### src/rtl/bshaper_multi.sv
// bshaper_multi: per-channel button synchronizer, debouncer and press/auto-repeat
// pulse shaper. Buttons are active-low. Each channel runs its own small FSM and
// has no shared state with the other channels.
module bshaper_multi #(
    parameter int N_CH    = 4,
    parameter int DB_CYC  = 4,
    parameter int REP_EN  = 0,
    parameter int REP_DLY = 16,
    parameter int REP_PER = 8,
    parameter int CNT_W   = 8
) (
    input  logic            CLK,
    input  logic            RST,
    input  logic [N_CH-1:0] button_in,
    output logic [N_CH-1:0] button_out,
    output logic [N_CH-1:0] held_out
);

    typedef enum logic [1:0] {
        ST_IDLE     = 2'd0,
        ST_PRESS_DB = 2'd1,
        ST_HELD     = 2'd2,
        ST_REL_DB   = 2'd3
    } state_t;

    localparam logic [CNT_W-1:0] ONE     = CNT_W'(1'b1);
    localparam logic [CNT_W-1:0] ZERO    = '0;
    localparam logic [CNT_W-1:0] DB_LIM  = CNT_W'(DB_CYC);
    localparam logic [CNT_W-1:0] DLY_LIM = CNT_W'(REP_DLY);
    localparam logic [CNT_W-1:0] PER_LIM = CNT_W'(REP_PER);
    localparam logic             REP_ON  = (REP_EN != 32'sd0);

    // Saturating increment: counters stick at all-ones instead of wrapping.
    function automatic logic [CNT_W-1:0] sat_inc(input logic [CNT_W-1:0] v);
        sat_inc = (v == {CNT_W{1'b1}}) ? v : (v + ONE);
    endfunction

    for (genvar g = 0; g < N_CH; g++) begin : g_ch
        logic             r_sync1;
        logic             r_sync2;
        state_t           r_state;
        state_t           w_state_nxt;
        logic [CNT_W-1:0] r_db_cnt;
        logic [CNT_W-1:0] w_db_cnt_nxt;
        logic [CNT_W-1:0] r_rep_cnt;
        logic [CNT_W-1:0] w_rep_cnt_nxt;
        logic             r_rep_first;      // first repeat already issued in this hold
        logic             w_rep_first_nxt;
        logic             r_pulse;
        logic             w_pulse_nxt;
        logic             r_held;
        logic             w_held_nxt;
        logic             w_pressed;
        logic [CNT_W-1:0] w_db_inc;
        logic [CNT_W-1:0] w_rep_inc;

        assign w_pressed = ~r_sync2;
        assign w_db_inc  = sat_inc(r_db_cnt);
        assign w_rep_inc = sat_inc(r_rep_cnt);

        // Two-flop synchronizer; reset value 1 means "released".
        always_ff @(posedge CLK or posedge RST) begin
            if (RST) begin
                r_sync1 <= 1'b1;
                r_sync2 <= 1'b1;
            end else begin
                r_sync1 <= button_in[g];
                r_sync2 <= r_sync1;
            end
        end

        // Debounce/repeat FSM: next state, counters and output pulse.
        always_comb begin
            w_state_nxt     = r_state;
            w_db_cnt_nxt    = r_db_cnt;
            w_rep_cnt_nxt   = r_rep_cnt;
            w_rep_first_nxt = r_rep_first;
            w_pulse_nxt     = 1'b0;
            case (r_state)
                ST_IDLE: begin
                    w_rep_cnt_nxt   = ZERO;
                    w_rep_first_nxt = 1'b0;
                    if (w_pressed) begin
                        if (DB_LIM == ONE) begin
                            // single-cycle debounce accepts straight away
                            w_state_nxt  = ST_HELD;
                            w_db_cnt_nxt = ZERO;
                            w_pulse_nxt  = 1'b1;
                        end else begin
                            w_state_nxt  = ST_PRESS_DB;
                            w_db_cnt_nxt = ONE;
                        end
                    end else begin
                        w_db_cnt_nxt = ZERO;
                    end
                end
                ST_PRESS_DB: begin
                    if (w_pressed) begin
                        if (w_db_inc >= DB_LIM) begin
                            w_state_nxt     = ST_HELD;
                            w_db_cnt_nxt    = ZERO;
                            w_rep_cnt_nxt   = ZERO;
                            w_rep_first_nxt = 1'b0;
                            w_pulse_nxt     = 1'b1;
                        end else begin
                            w_db_cnt_nxt = w_db_inc;
                        end
                    end else begin
                        w_state_nxt  = ST_IDLE;
                        w_db_cnt_nxt = ZERO;
                    end
                end
                ST_HELD: begin
                    if (!w_pressed) begin
                        if (DB_LIM == ONE) begin
                            w_state_nxt     = ST_IDLE;
                            w_db_cnt_nxt    = ZERO;
                            w_rep_cnt_nxt   = ZERO;
                            w_rep_first_nxt = 1'b0;
                        end else begin
                            w_state_nxt  = ST_REL_DB;
                            w_db_cnt_nxt = ONE;
                        end
                    end else if (REP_ON) begin
                        // repeat timer restarts after every repeat pulse
                        if (!r_rep_first && (w_rep_inc >= DLY_LIM)) begin
                            w_pulse_nxt     = 1'b1;
                            w_rep_cnt_nxt   = ZERO;
                            w_rep_first_nxt = 1'b1;
                        end else if (r_rep_first && (w_rep_inc >= PER_LIM)) begin
                            w_pulse_nxt   = 1'b1;
                            w_rep_cnt_nxt = ZERO;
                        end else begin
                            w_rep_cnt_nxt = w_rep_inc;
                        end
                    end else begin
                        w_rep_cnt_nxt = ZERO;
                    end
                end
                ST_REL_DB: begin
                    if (w_pressed) begin
                        // release was a glitch: resume hold, repeat timer keeps its value
                        w_state_nxt  = ST_HELD;
                        w_db_cnt_nxt = ZERO;
                    end else if (w_db_inc >= DB_LIM) begin
                        w_state_nxt     = ST_IDLE;
                        w_db_cnt_nxt    = ZERO;
                        w_rep_cnt_nxt   = ZERO;
                        w_rep_first_nxt = 1'b0;
                    end else begin
                        w_db_cnt_nxt = w_db_inc;
                    end
                end
                default: begin
                    w_state_nxt     = ST_IDLE;
                    w_db_cnt_nxt    = ZERO;
                    w_rep_cnt_nxt   = ZERO;
                    w_rep_first_nxt = 1'b0;
                end
            endcase
            w_held_nxt = (w_state_nxt == ST_HELD) || (w_state_nxt == ST_REL_DB);
        end

        // State, counters and registered outputs.
        always_ff @(posedge CLK or posedge RST) begin
            if (RST) begin
                r_state     <= ST_IDLE;
                r_db_cnt    <= ZERO;
                r_rep_cnt   <= ZERO;
                r_rep_first <= 1'b0;
                r_pulse     <= 1'b0;
                r_held      <= 1'b0;
            end else begin
                r_state     <= w_state_nxt;
                r_db_cnt    <= w_db_cnt_nxt;
                r_rep_cnt   <= w_rep_cnt_nxt;
                r_rep_first <= w_rep_first_nxt;
                r_pulse     <= w_pulse_nxt;
                r_held      <= w_held_nxt;
            end
        end

        assign button_out[g] = r_pulse;
        assign held_out[g]   = r_held;
    end

endmodule
### config.mk
export PLATFORM = sky130hd
export DESIGN_NAME = bshaper_multi
export DESIGN_NICKNAME = d
export VERILOG_FILES = /design/src/rtl/bshaper_multi.sv
export SDC_FILE = /design/constraint.sdc
export NUM_CORES = 1
export LEC_CHECK = 0
export BUFFER_PORTS_ARGS = -buffer_cell sky130_fd_sc_hd__buf_2
export CAP_MARGIN = 20
export CORE_ASPECT_RATIO = 0.5
export CORE_MARGIN = 2
export CORE_UTILIZATION = 55
export DETAILED_ROUTE_END_ITERATION = 10
export PLACE_DENSITY = 0.83
export SYNTH_ARGS = -nofsm -noshare
export SYNTH_HDL_FRONTEND = slang
export SYNTH_SLANG_ARGS = --single-unit
### constraint.sdc
create_clock -name CLK -period 2.25 [get_ports CLK]
set_input_delay 0 -clock CLK [delete_from_list [all_inputs] [get_ports CLK]]
set_output_delay 0 -clock CLK [all_outputs]
set_load 0.01 [all_outputs]
# Yosys cells after proc, flatten, opt, wreduce, memory -nomap -nowiden
# Index checks and enable logic that the tools add are counted.
dict set report op_classes {
  n_mux 68
  n_eq_ne 28
  reduce_logical 8
  magnitude_cmp 4
  n_addsub 4
}
# cell n
set op_table {}
lappend op_table {{2-to-1 mux 8 bit} 20}
lappend op_table {{case mux 8 bit (4 select lines)} 4}
lappend op_table {{2-to-1 mux 2 bit} 24}
lappend op_table {{adder 8 x 1 -> 8 bit (second input constant)} 4}
lappend op_table {{== test 2 bit (second input constant)} 16}
lappend op_table {{== test 8 bit (second input constant)} 4}
lappend op_table {{>= comparator 8 x 3 -> 1 bit (second input constant)} 4}
lappend op_table {{case mux 2 bit (4 select lines)} 4}
lappend op_table {{2-to-1 mux 1 bit} 16}
lappend op_table {{== test 2 x 1 -> 1 bit (second input constant)} 4}
lappend op_table {{zero test 2 bit} 4}
lappend op_table {{!= test 2 bit (second input constant)} 4}
lappend op_table {{logical OR 1 bit} 4}
dict set report totals {
  out_inout_bits 8
  register_bits 56
}

# Logic depth before layout (Yosys ltp)
dict set report depth {
  depth_word 8
  depth_mapped 7
  ltp_nobuf 6
}

# Least setup slack after synthesis
# No wires, ideal clock.
dict set report synth_path {
  kind {reg2reg}
  startpoint {register g_ch[0].r_db_cnt[0]}
  endpoint {register g_ch[0].r_db_cnt[0]}
  path_stages_with_launch 8
  period_less_slack_ns 1.805
  n_path_buf 1
  required_ns 2.143
  arrival_ns 1.699
  setup_slack_ns 0.445
  cell_sequence {dfrtp_1 > ha_1 > and3_1 > buf_6 > a31oi_1 > o2111ai_2 > and2_4 > a2111oi_4}
}
dict set report synth_between {
  elab_chain_len 6
  word_cells_on_any_way 8
  cone_classes {1 x add/sub; 1 x order compare; 1 x eq/ne; 5 x mux}
}
# item line
set synth_lines {}
lappend synth_lines {{start: declaration} 43} ;# logic [CNT_W-1:0] r_db_cnt;
lappend synth_lines {{start signal: assignment} 175} ;# r_db_cnt <= w_db_cnt_nxt;
lappend synth_lines {{adder 8 x 1 -> 8 bit / == test 8 bit (equally long branches)} 35} ;# sat_inc = (v == {CNT_W{1'b1}}) ? v : (v + ONE);
lappend synth_lines {{2-to-1 mux 8 bit *} 35}
lappend synth_lines {{>= comparator 8 x 3 -> 1 bit} {99, 145}}
lappend synth_lines {{2-to-1 mux 8 bit *} {99, 145}}
lappend synth_lines {{2-to-1 mux 8 bit (on tied branches)} {141, 98}}
lappend synth_lines {{case mux 8 bit (4 select lines) *} 79} ;# case (r_state)
# Every way passes the cells marked *; elsewhere a longest branch is shown, timed or not.
# A chain may end at the register's enable or synchronous reset.

# Worst setup path in the final report
# Same ends and word-level chain as after synthesis.

==> out/qor.yml <==
drtIter0Drc: 60
start_util_pct: 59.5
synth_common_cells: "45 x dfrtp_1, 23 x and2_1, 20 x nand2_1, 12 x nor2_1"
max_freq_mhz: 530
cp_top_family: "compound AO/OA/AOI/OAI gates"
first_pass_iters: 4
coreArea_um2: 4060
final_max_slew_viol_count: 0
peakVddDrop_v: 0.000518
overflow: 0
gp_congestion: 0.806
wl_mm: 3.64
p_leak_nw: 1.23
dieArea_um2: 4980
cts_inserted_buffers: 5
place_inst: 275
via_per_inst: 5.46
synth_nets: 226
drive_gt1_share_pct: 18.4
tightestPinTransition_ns: 0.623
synth_flop_cell: "dfrtp_1"
antenna_found_initial: 0
worstPathCellList: "ha_1, and3_1, a31oi_1, o2111ai_2, and2_4, a2111oi_4"
fp.dieW_um: 97.8
worstPathMaxFanout: 7
hp-class: "input pin to flip-flop"
synth_seq_area_share_pct: 55.3
synth.distinct_cells: 51
drtAntennaViolNets: 0
status: "complete, no violations"
ios: 14
grt_max_degree: 54
synth.ff_latch_count: 53
dpl.hpwl_mm: 2.64
setup-tns-final_ns: 0
fin_crit_ns: 1.89
finalCritPeriodShare_pct: 83.9
final_cell_area_um2: 2630
cp.required_ns: 2.45
start_kind: "flip-flop"
worstSkewPairLatency_ns: 0.29
cp_num_buf_inv: 0
cts_root_buf: "clkbuf_8"
fillers: 320
finalSetupViolations: 0
crit_type: "flip-flop to flip-flop"
relSlewSlack_pct: 58.5
syn-instance-count: 216
rows: 16
cts_tree: "yes"
slowest_stage: "dfrtp_1"
cts.path.max_buffers: 2
io_buffers: 13
synth_edf_count: 0
clock_skew_ns: 0.00644
drv_cap: 0
diodes: 0
grt_use_total_pct: 16.3
hold_violations: 0
cts.sinks: 53
grt_setup_unrepaired: "false"
crit_path_end_kind: "flip-flop"
cts_max_level: 2
die_height_um: 50.9
vias: 1572
worstPathArrival_ns: 2.08
synthMostInstantiatedCell: "dfrtp_1"
cts_resized: 0
grt_pass1_wl_mm: 6.43
slowest_delay_ns: 0.45
powerDensity_nw_per_um2: 938
synth_top_area_share_pct: 46.6
final_cells: 288
finish.net_count: 243
yosys.area.top_type: "dfrtp_1"
synthTopCellsByArea: "dfrtp_1 47%, dfstp_2 8.7%, and2_1 5.9%"
synth.avg_cell_area_um2: 11.2
routedWlPerCell_um: 12.6
cts.clk_slew.worst_paths_ns: 0.09
syn_area_um2: 2420
hold_slack_ns: 0.342
grt_pass1_vias: 1485
drc_errors: 0
syn_to_final_growth_pct: 8.90
yosys_warnings: 0
placed_area_um2: 2490
synthArstFlopShare_pct: 100
routing by layer:
layer	wire length (µm)	track usage (%)
met5	0	0
met4	16	4.40
met3	150	4.79
met2	1660	27.8
met1	1810	21.0
registers in the layout, indices dropped and copies added, names as in the netlist:
register / flops
g_ch.r_state: 5
g_ch.r_sync1: 4
g_ch.r_held: 4
g_ch.r_db_cnt: 32
g_ch.r_pulse: 4
g_ch.r_sync2: 4
placed cells by master (no fill, tap or decap), drive strengths merged, types with 6 or more instances in the layout:
cell type | Yosys | layout
nand4 | 6 | 6
and2 | 24 | 24
nor3 | 6 | 6
nor2 | 12 | 12
o21ai | 7 | 7
a21oi | 8 | 8
nand2 | 20 | 20
dfstp | 8 | 8
and3 | 6 | 6
buf | 9 | 14
inv | 8 | 8
dfrtp | 45 | 45
clkbuf | 0 | 6
path summary, 6_finish.rpt:
path / start / end / slack (ns) / depth (start not counted)
hold / removal: button_in[2] / g_ch[2].r_sync1 / 0.34 / 2
hold reg to reg: g_ch[1].r_sync1 / g_ch[1].r_sync2 / 0.36 / 0
min in group asynchronous: RST / g_ch[3].r_db_cnt[3] / 0.41 / 4
setup reg to reg: g_ch[0].r_db_cnt[0] / g_ch[0].r_db_cnt[0] / 0.36 / 6
max in group asynchronous: RST / g_ch[1].r_db_cnt[6] / 1.41 / 4
setup / recovery: g_ch[0].r_db_cnt[0] / g_ch[0].r_db_cnt[0] / 0.36 / 6
metrics by stage:
| stage | setup slack [ns] | power (mW) | utilization, % |
|---|---|---|---|
| 3_3_place_gp | 0.446 | 1.92 | 61.2 |
| 3_5_place_dp | 0.374 | 1.95 | 61.2 |
| 4_1_cts | 0.356 | 2.49 | 64.8 |
| 5_1_grt | 0.215 | 2.65 | 64.8 |
| 2_1_floorplan | 0.445 | 1.83 | - |
| 6_report | 0.362 | 2.47 | 64.8 |
logic make-up (layout without fill, tap and decap cells):
kind of cell	after synthesis	count (layout)	share of synthesized area (%)
buffers and inverters	17	35	4.19
AND/OR/NAND/NOR	99	99	23.3
multiplexers	5	5	2.12
AO/OA/AOI/OAI	36	36	12.4
XOR/XNOR	2	2	0.724
adder cells (fa/ha/maj)	4	4	2.07
flip-flops	53	53	55.3
where the power goes:
| part | total [mW] | switching [mW] | leakage [nW] | internal [mW] |
|---|---|---|---|---|
| Combinational | 0.606 | 0.318 | 0.494 | 0.289 |
| Sequential | 1.33 | 0.215 | 0.685 | 1.12 |
| Clock | 0.530 | 0.281 | 0.0512 | 0.249 |
layout make-up:
cell class / count / area (µm²) / area share [%]
inverter: 8 / 30.0 / 1.14
clock buffer: 6 / 82.6 / 3.14
clock inverter: 2 / 13.8 / 0.523
timing repair buffer: 19 / 123 / 4.66
tap: 54 / 67.6 / 2.57
sequential: 53 / 1340 / 50.7
multi-input combinational: 146 / 981 / 37.2
what timing repair did:
item	4_1_cts	5_1_grt
hold buffers	5	0
buffers inserted	0	0
endpoints found under the hold margin	49	0
No activity file was read; power rests on OpenSTA's default activity.
